### src/rtl/priority_encoder_16to4.sv
// priority_encoder_16to4
//   Accepts a 16-bit request vector and emits the index of every set bit,
//   one beat per cycle, under a valid/ready handshake on both sides.
//   PRIORITY_LSB=1 emits the lowest set bit first; PRIORITY_LSB=0 emits the
//   highest set bit first.
//
// Ports
//   clk       : clock, rising edge
//   rst_n     : asynchronous active-low reset
//   in_valid  : in_vec is presented
//   in_ready  : block is idle and can take a vector
//   in_vec    : request vector, any number of bits set
//   out_valid : out_idx is valid
//   out_ready : consumer takes out_idx
//   out_idx   : index of the current highest-priority pending bit
//   out_last  : current beat is the final one for this vector
//   pend_cnt  : number of bits still pending (0..16)
//   zero_vec  : one-cycle pulse after an all-zero vector is accepted

// Per-lane slice: encodes and counts one LANE_W-bit group of the pending vector.
module pe_lane #(
  parameter int LANE_W       = 4,
  parameter bit PRIORITY_LSB = 1'b1,
  parameter int IW           = $clog2(LANE_W),
  parameter int CW           = $clog2(LANE_W + 1)
) (
  input  logic [LANE_W-1:0] lane_bits,
  output logic              lane_any,
  output logic [IW-1:0]     lane_idx,
  output logic [CW-1:0]     lane_cnt
);

  always_comb begin
    lane_any = |lane_bits;
    lane_idx = '0;
    lane_cnt = '0;
    for (int i = 0; i < LANE_W; i++)
      lane_cnt = lane_cnt + CW'(lane_bits[i]);
    // Scan toward the winning end so the last hit is the priority bit.
    if (PRIORITY_LSB) begin
      for (int i = LANE_W - 1; i >= 0; i--)
        if (lane_bits[i]) lane_idx = IW'(i);
    end else begin
      for (int i = 0; i < LANE_W; i++)
        if (lane_bits[i]) lane_idx = IW'(i);
    end
  end

endmodule

module priority_encoder_16to4 #(
  parameter int PRIORITY_LSB = 1
) (
  input  logic        clk,
  input  logic        rst_n,
  input  logic        in_valid,
  output logic        in_ready,
  input  logic [15:0] in_vec,
  output logic        out_valid,
  input  logic        out_ready,
  output logic [3:0]  out_idx,
  output logic        out_last,
  output logic [4:0]  pend_cnt,
  output logic        zero_vec
);

  localparam int NUM_LANES = 4;
  localparam int LANE_W    = 4;

  localparam logic [0:0] IDLE = 1'b0;
  localparam logic [0:0] EMIT = 1'b1;

  logic [0:0]  state;
  logic [15:0] pending;

  logic [NUM_LANES-1:0][LANE_W-1:0] lane_bits;
  logic [NUM_LANES-1:0]             lane_any;
  logic [NUM_LANES-1:0][1:0]        lane_idx;
  logic [NUM_LANES-1:0][2:0]        lane_cnt;

  assign lane_bits = pending;

  genvar g;
  generate
    for (g = 0; g < NUM_LANES; g++) begin : g_lane
      pe_lane #(
        .LANE_W       (LANE_W),
        .PRIORITY_LSB (PRIORITY_LSB != 0)
      ) u_lane (
        .lane_bits (lane_bits[g]),
        .lane_any  (lane_any[g]),
        .lane_idx  (lane_idx[g]),
        .lane_cnt  (lane_cnt[g])
      );
    end
  endgenerate

  // Second level: pick the winning lane and sum the lane counts. With
  // pending==0 nothing hits, so out_idx rests at 0 (reset requirement).
  always_comb begin
    out_idx  = '0;
    pend_cnt = '0;
    for (int i = 0; i < NUM_LANES; i++)
      pend_cnt = pend_cnt + 5'(lane_cnt[i]);
    if (PRIORITY_LSB != 0) begin
      for (int i = NUM_LANES - 1; i >= 0; i--)
        if (lane_any[i]) out_idx = {2'(i), lane_idx[i]};
    end else begin
      for (int i = 0; i < NUM_LANES; i++)
        if (lane_any[i]) out_idx = {2'(i), lane_idx[i]};
    end
  end

  assign out_last  = (pend_cnt == 5'd1);
  assign in_ready  = (state == IDLE);
  assign out_valid = (state == EMIT);

  // Reset is async so that pending, and everything derived from it,
  // clears the moment rst_n falls, even in the middle of a vector.
  always_ff @(posedge clk or negedge rst_n) begin
    if (!rst_n) begin
      state    <= IDLE;
      pending  <= '0;
      zero_vec <= 1'b0;
    end else begin
      zero_vec <= 1'b0;
      case (state)
        IDLE: begin
          if (in_valid) begin
            if (in_vec == '0) begin
              zero_vec <= 1'b1;
            end else begin
              pending <= in_vec;
              state   <= EMIT;
            end
          end
        end
        EMIT: begin
          // in_valid is ignored here; only the output handshake moves state.
          if (out_ready) begin
            pending[out_idx] <= 1'b0;
            if (out_last) state <= IDLE;
          end
        end
        default: state <= IDLE;
      endcase
    end
  end

endmodule

### config.mk
export PLATFORM = sky130hd
export DESIGN_NAME = priority_encoder_16to4
export DESIGN_NICKNAME = d
export VERILOG_FILES = /design/src/rtl/priority_encoder_16to4.sv
export SDC_FILE = /design/constraint.sdc
export NUM_CORES = 1
export LEC_CHECK = 0
export CORE_AREA = 2 2 64 66
export CTS_CLUSTER_DIAMETER = 80
export DETAILED_ROUTE_END_ITERATION = 8
export DIE_AREA = 0 0 66 68
export PLACE_DENSITY = 0.83
export SLEW_MARGIN = 20
export SYNTH_ARGS = -nofsm -noshare
export SYNTH_HDL_FRONTEND = slang
export SYNTH_SLANG_ARGS = --single-unit
### constraint.sdc
create_clock -name clk -period 3.7 [get_ports clk]
set_input_delay 0.555 -clock clk [delete_from_list [all_inputs] [get_ports clk]]
set_output_delay 0.555 -clock clk [all_outputs]
set_load 0.005 [all_outputs]
* Word-level counts from Yosys, hierarchy flattened
Cells that the tools add are included. Widths: inputs -> output; s select.
Operators by class: eq/ne operators 4, order comparisons 2, bitwise logic cells 3, mux-type cells 34, add/sub/neg operators 15, reduce and logical (&&, ||, !) cells 7
Operators with widths (count):
- $mux 16 | 3
- $mux 2 | 16
- $pmux 16 s2 | 1
- $add 3x1->3 | 8
- $and 16x16->16 | 1
- $logic_not 16->1 | 1
- $mux 4 | 4
- $not 16->16 | 1
- $reduce_or 4->1 | 4
- $add 1x1->2 | 4
- $mux 1 | 8
- $ne 2x2->1 const B | 3
- $add 4x3->5 | 1
- $add 5x3->5 | 1
- $eq 5x1->1 const B | 1
- $lt 4x5->1 const B | 1
- $add 3x3->4 | 1
- $demux 1 s4 | 1
- $ge 4x1->1 const B | 1
- $reduce_and 3->1 | 1
- $pmux 1 s2 | 1
- $logic_and 1x1->1 | 1
- $not 1->1 | 1
Word-level totals: output and inout port bits 13, register bits after elaboration 18

* Logic depth before layout (Yosys ltp)
word-level depth 16, gate-level depth with buffers 17

* Hierarchy
From an unflattened synthesis, not the netlist that was laid out.
Unflattened totals: cell total of the unflattened synthesis 207, area total of the unflattened synthesis 1755.4 sq um
By module, submodules not included:
- priority_encoder_16to4 | cells each 151, sequential area each 450.4 sq um, area each 1340.0 sq um, times used 1
- pe_lane | cells each 14, sequential area each 0.0 sq um, area each 103.8 sq um, times used 4

* Worst setup path before layout
No wires, ideal clock.
path type reg-to-output, start register pending[0] (netlist: lane_bits[0]), end output port out_last, arrival time 3476 ps, stages on the path, launching flop included 14, buffers on the path 0, path slack -331 ps, cell sequence dfrtp_1 -> inv_1 -> ha_1 -> fa_1 -> ha_1 -> inv_1 -> fa_1 -> fa_1 -> inv_1 -> ha_1 -> inv_1 -> fa_1 -> xnor2_1 -> nor4_1
Between the ends: longest elaborated chain between the ends 7
Ends and longest elaborated chain:
- from (decl) | RTL line 74 | logic [15:0] pending;
- from (signal assigned) | RTL line 133 | pending <= in_vec;
- $add 1x1->2 | RTL line 38 | lane_cnt = lane_cnt + CW'(lane_bits[i]);
- $add 3x1->3 (2 in a row) | RTL line 38
- $add 3x3->4 | RTL line 104 | pend_cnt = pend_cnt + 5'(lane_cnt[i]);
- $add 4x3->5 | RTL line 104
- $add 5x3->5 | RTL line 104
- via pend_cnt[3] | RTL line 63 | output logic [4:0] pend_cnt,
- $eq 5x1->1 | RTL line 114 | assign out_last = (pend_cnt == 5'd1);
- to (decl) | RTL line 62 | output logic out_last,
The timed path passes the listed nets, and every way through them passes these cells.

* Final worst setup path
start register pending[0] (netlist: lane_bits[0]), end output port out_last
Between the ends: longest elaborated chain between the ends 7
Ends and longest elaborated chain (RTL line):
- $add 1x1->2 | 38
- $add 3x1->3 (2 in a row) | 38
- $add 3x3->4 | 104
- $add 4x3->5 | 104
- $add 5x3->5 | 104
- $eq 5x1->1 | 114
Every way passes these cells.

==> impl_metrics.json <==
{
  "synthesis.area_mm2": 0.00166,
  "synth_cell_type_count": 39,
  "worstPathRequired_ns": 3.14,
  "syn-num-nets": 229,
  "via_count": 1604,
  "cp_max_fo": 2,
  "hp-class": "reg -> reg",
  "numPortBuffers": 32,
  "drt_iter0_drc": 80,
  "holdPathEnd": "zero_vec",
  "nets": 295,
  "max_cap_violations": 0,
  "slowest_stage": "fa_1",
  "coreArea_mm2": 0.00386,
  "fin_ws_ns": -0.664,
  "final_common_cell": "buf_4",
  "timing.setup.tns_ns": -1.85,
  "ys_warn_count": 0,
  "end_kind": "output pin",
  "status": "finished with violations",
  "place_ws_ns": -0.916,
  "die_w_um": 66,
  "grt_pass1_wl_mm": 7.42,
  "clk_latency_ns": 0.26,
  "cp_common_cell": "inv_2",
  "tightest_slew_ns": 0.868,
  "wl_mm": 4.64,
  "yosysSeqAreaShare_pct": 27.1,
  "crit_family": "adder cells",
  "crit_path_start_kind": "flop",
  "dieHeight_um": 68,
  "overflow": 0,
  "cts_buffer_depth": 2,
  "synthArstFlopShare_pct": 100,
  "relSlewSlack_pct": 42.0,
  "cp.arrival_ns": 3.81,
  "dp_cells": 287,
  "diodes": 0,
  "timing.rr.start": "lane_bits[0]",
  "gp_congestion": 0.945,
  "io_pins": 33,
  "cts_hold_buf": 0,
  "grt_max_degree": 19,
  "avgSynthCellArea_um2": 9.07,
  "ys_ff_latch": 18,
  "dr.pass1.iters": 4,
  "fin_crit_sh_pct": 118,
  "htree_num_levels": 1,
  "grt_pass1_vias": 1621,
  "start_util_pct": 43.1,
  "synthCells": 183,
  "cpPeakStageDelay_ns": 0.52,
  "final_cell_mix": "buf_4, clkdlybuf4s50_1, inv_1, dfrtp_1, inv_2",
  "holdPathStages": 1,
  "area_growth_pct": 45.4,
  "min-delay-start": "out_valid",
  "cts.sinks": 18,
  "route.detailed.drc": 0,
  "cts_buffers": 3,
  "r2r-end": "out_valid",
  "avgViaCountPerCell": 5.38,
  "hold_slack_ns": 0.560,
  "crit_type": "reg -> out",
  "fmax_mhz": 229,
  "synth_edf_count": 0,
  "final_cells": 298,
  "r2r_setup_slack_ns": -0.16,
  "drtAntennaViolNets": 0,
  "num_rows": 23,
  "worst-path-buf-inv": 5,
  "cts_tree": "built",
  "grt_antenna_before_repair": 0,
  "min_period_ns": 4.36,
  "rsz0062_at_grt": "true",
  "clkTransAtPathRegs_ns": 0.07,
  "finalSetupViolCount": 5,
  "final_layout_size_suffix_gt1_share_pct": 31.9,
  "violations": "negative setup slack",
  "path_cells": "inv_2 -> ha_4 -> fa_2 -> ha_4 -> inv_2 -> fa_1 -> fa_1 -> inv_2 -> ha_4 -> inv_2 -> fa_1 -> nand2_1 -> nor4_2 -> buf_2",
  "ff2ff_path_depth": 16,
  "finClkSkew_ns": 0.00144,
  "grt_use_total_pct": 22.3,
  "final-hold-violation-count": 0,
  "drv_slew": 0,
  "routedWlPerCell_um": 15.6,
  "cts_root_buf": "clkbuf_8",
  "synthFlopType": "dfrtp_1",
  "dp_hpwl_mm": 3.65,
  "die-area_mm2": 0.00449,
  "fillers": 328
}
synth_stat cells, drive strengths merged, types with 2 or more instances:
master  instances  area, µm²
mux2i           8       80.1
nor2           14       55.1
o22ai           2       12.5
a21o            4       30.0
nand2           7       26.3
dfrtp          18        450
nor2b           2       12.5
and3            4       31.3
fa             10        200
inv            39        149
a31oi          13       81.3
buf             4       26.3
a21oi          15       75.1
nor3            4       31.3
ha             16        200
nand3           3       15.0
nor4            5       31.3
worst max-delay path by stage:
stage               endpoint    startpoint  cells after the start
global route        out_last  lane_bits[1]                     14
CTS                 out_last  lane_bits[1]                     14
global placement    out_last  lane_bits[0]                     14
finish              out_last  lane_bits[0]                     14
detailed placement  out_last  lane_bits[0]                     14
floorplan           out_last  lane_bits[9]                     13
kinds of logic after synthesis:
family          Yosys count  share of synthesized area [%]
simple gates             45                           14.6
buf+inv                  43                           10.6
compound gates           42                           18.2
fa+ha+maj                26                           24.1
flops                    18                           27.1
mux                       8                           4.82
xor+xnor                  1                          0.528
stage by stage:
step / utilization, % / area [µm²]
after floorplan: - / 1680
after global placement: 57.9 / 2230
after detailed placement: 57.9 / 2230
after CTS: 61.6 / 2370
after global routing: 62.6 / 2410
final: 62.6 / 2410
registers in the layout, summed over array words and instances (netlist names):
signal     count
lane_bits     16
zero_vec       1
out_valid      1
layout make-up:
cell class | instances | area (µm²) | area share (%)
multi-input cells | 122 | 1130 | 47.0
repair buffers | 65 | 563 | 23.3
flip-flops and latches | 18 | 450 | 18.7
inverters | 39 | 149 | 6.17
well taps | 50 | 62.6 | 2.59
clock buffers | 4 | 55.1 | 2.28
routing by layer:
layer | GRT usage, % | part of all wire [%] | vias to the layer above
li1 | - | - | 752
met1 | 26.6 | 40 | 774
met2 | 42.0 | 52 | 69
met3 | 1.81 | 5.3 | 9
met4 | 7.91 | 1.9 | 0
met5 | 0 | 0 | -
timing repair:
action                                  in CTS  in global routing
resized for setup                           39                  8
endpoints found under the hold margin        0                  0
pin swaps                                   11                  7
endpoints found under the setup margin       6                  6
setup buffers                                5                  3
Power of run 1 is left out: the tool's default activity adds up to more than one toggle a clock period on the data nets, which glitch-free logic cannot reach.
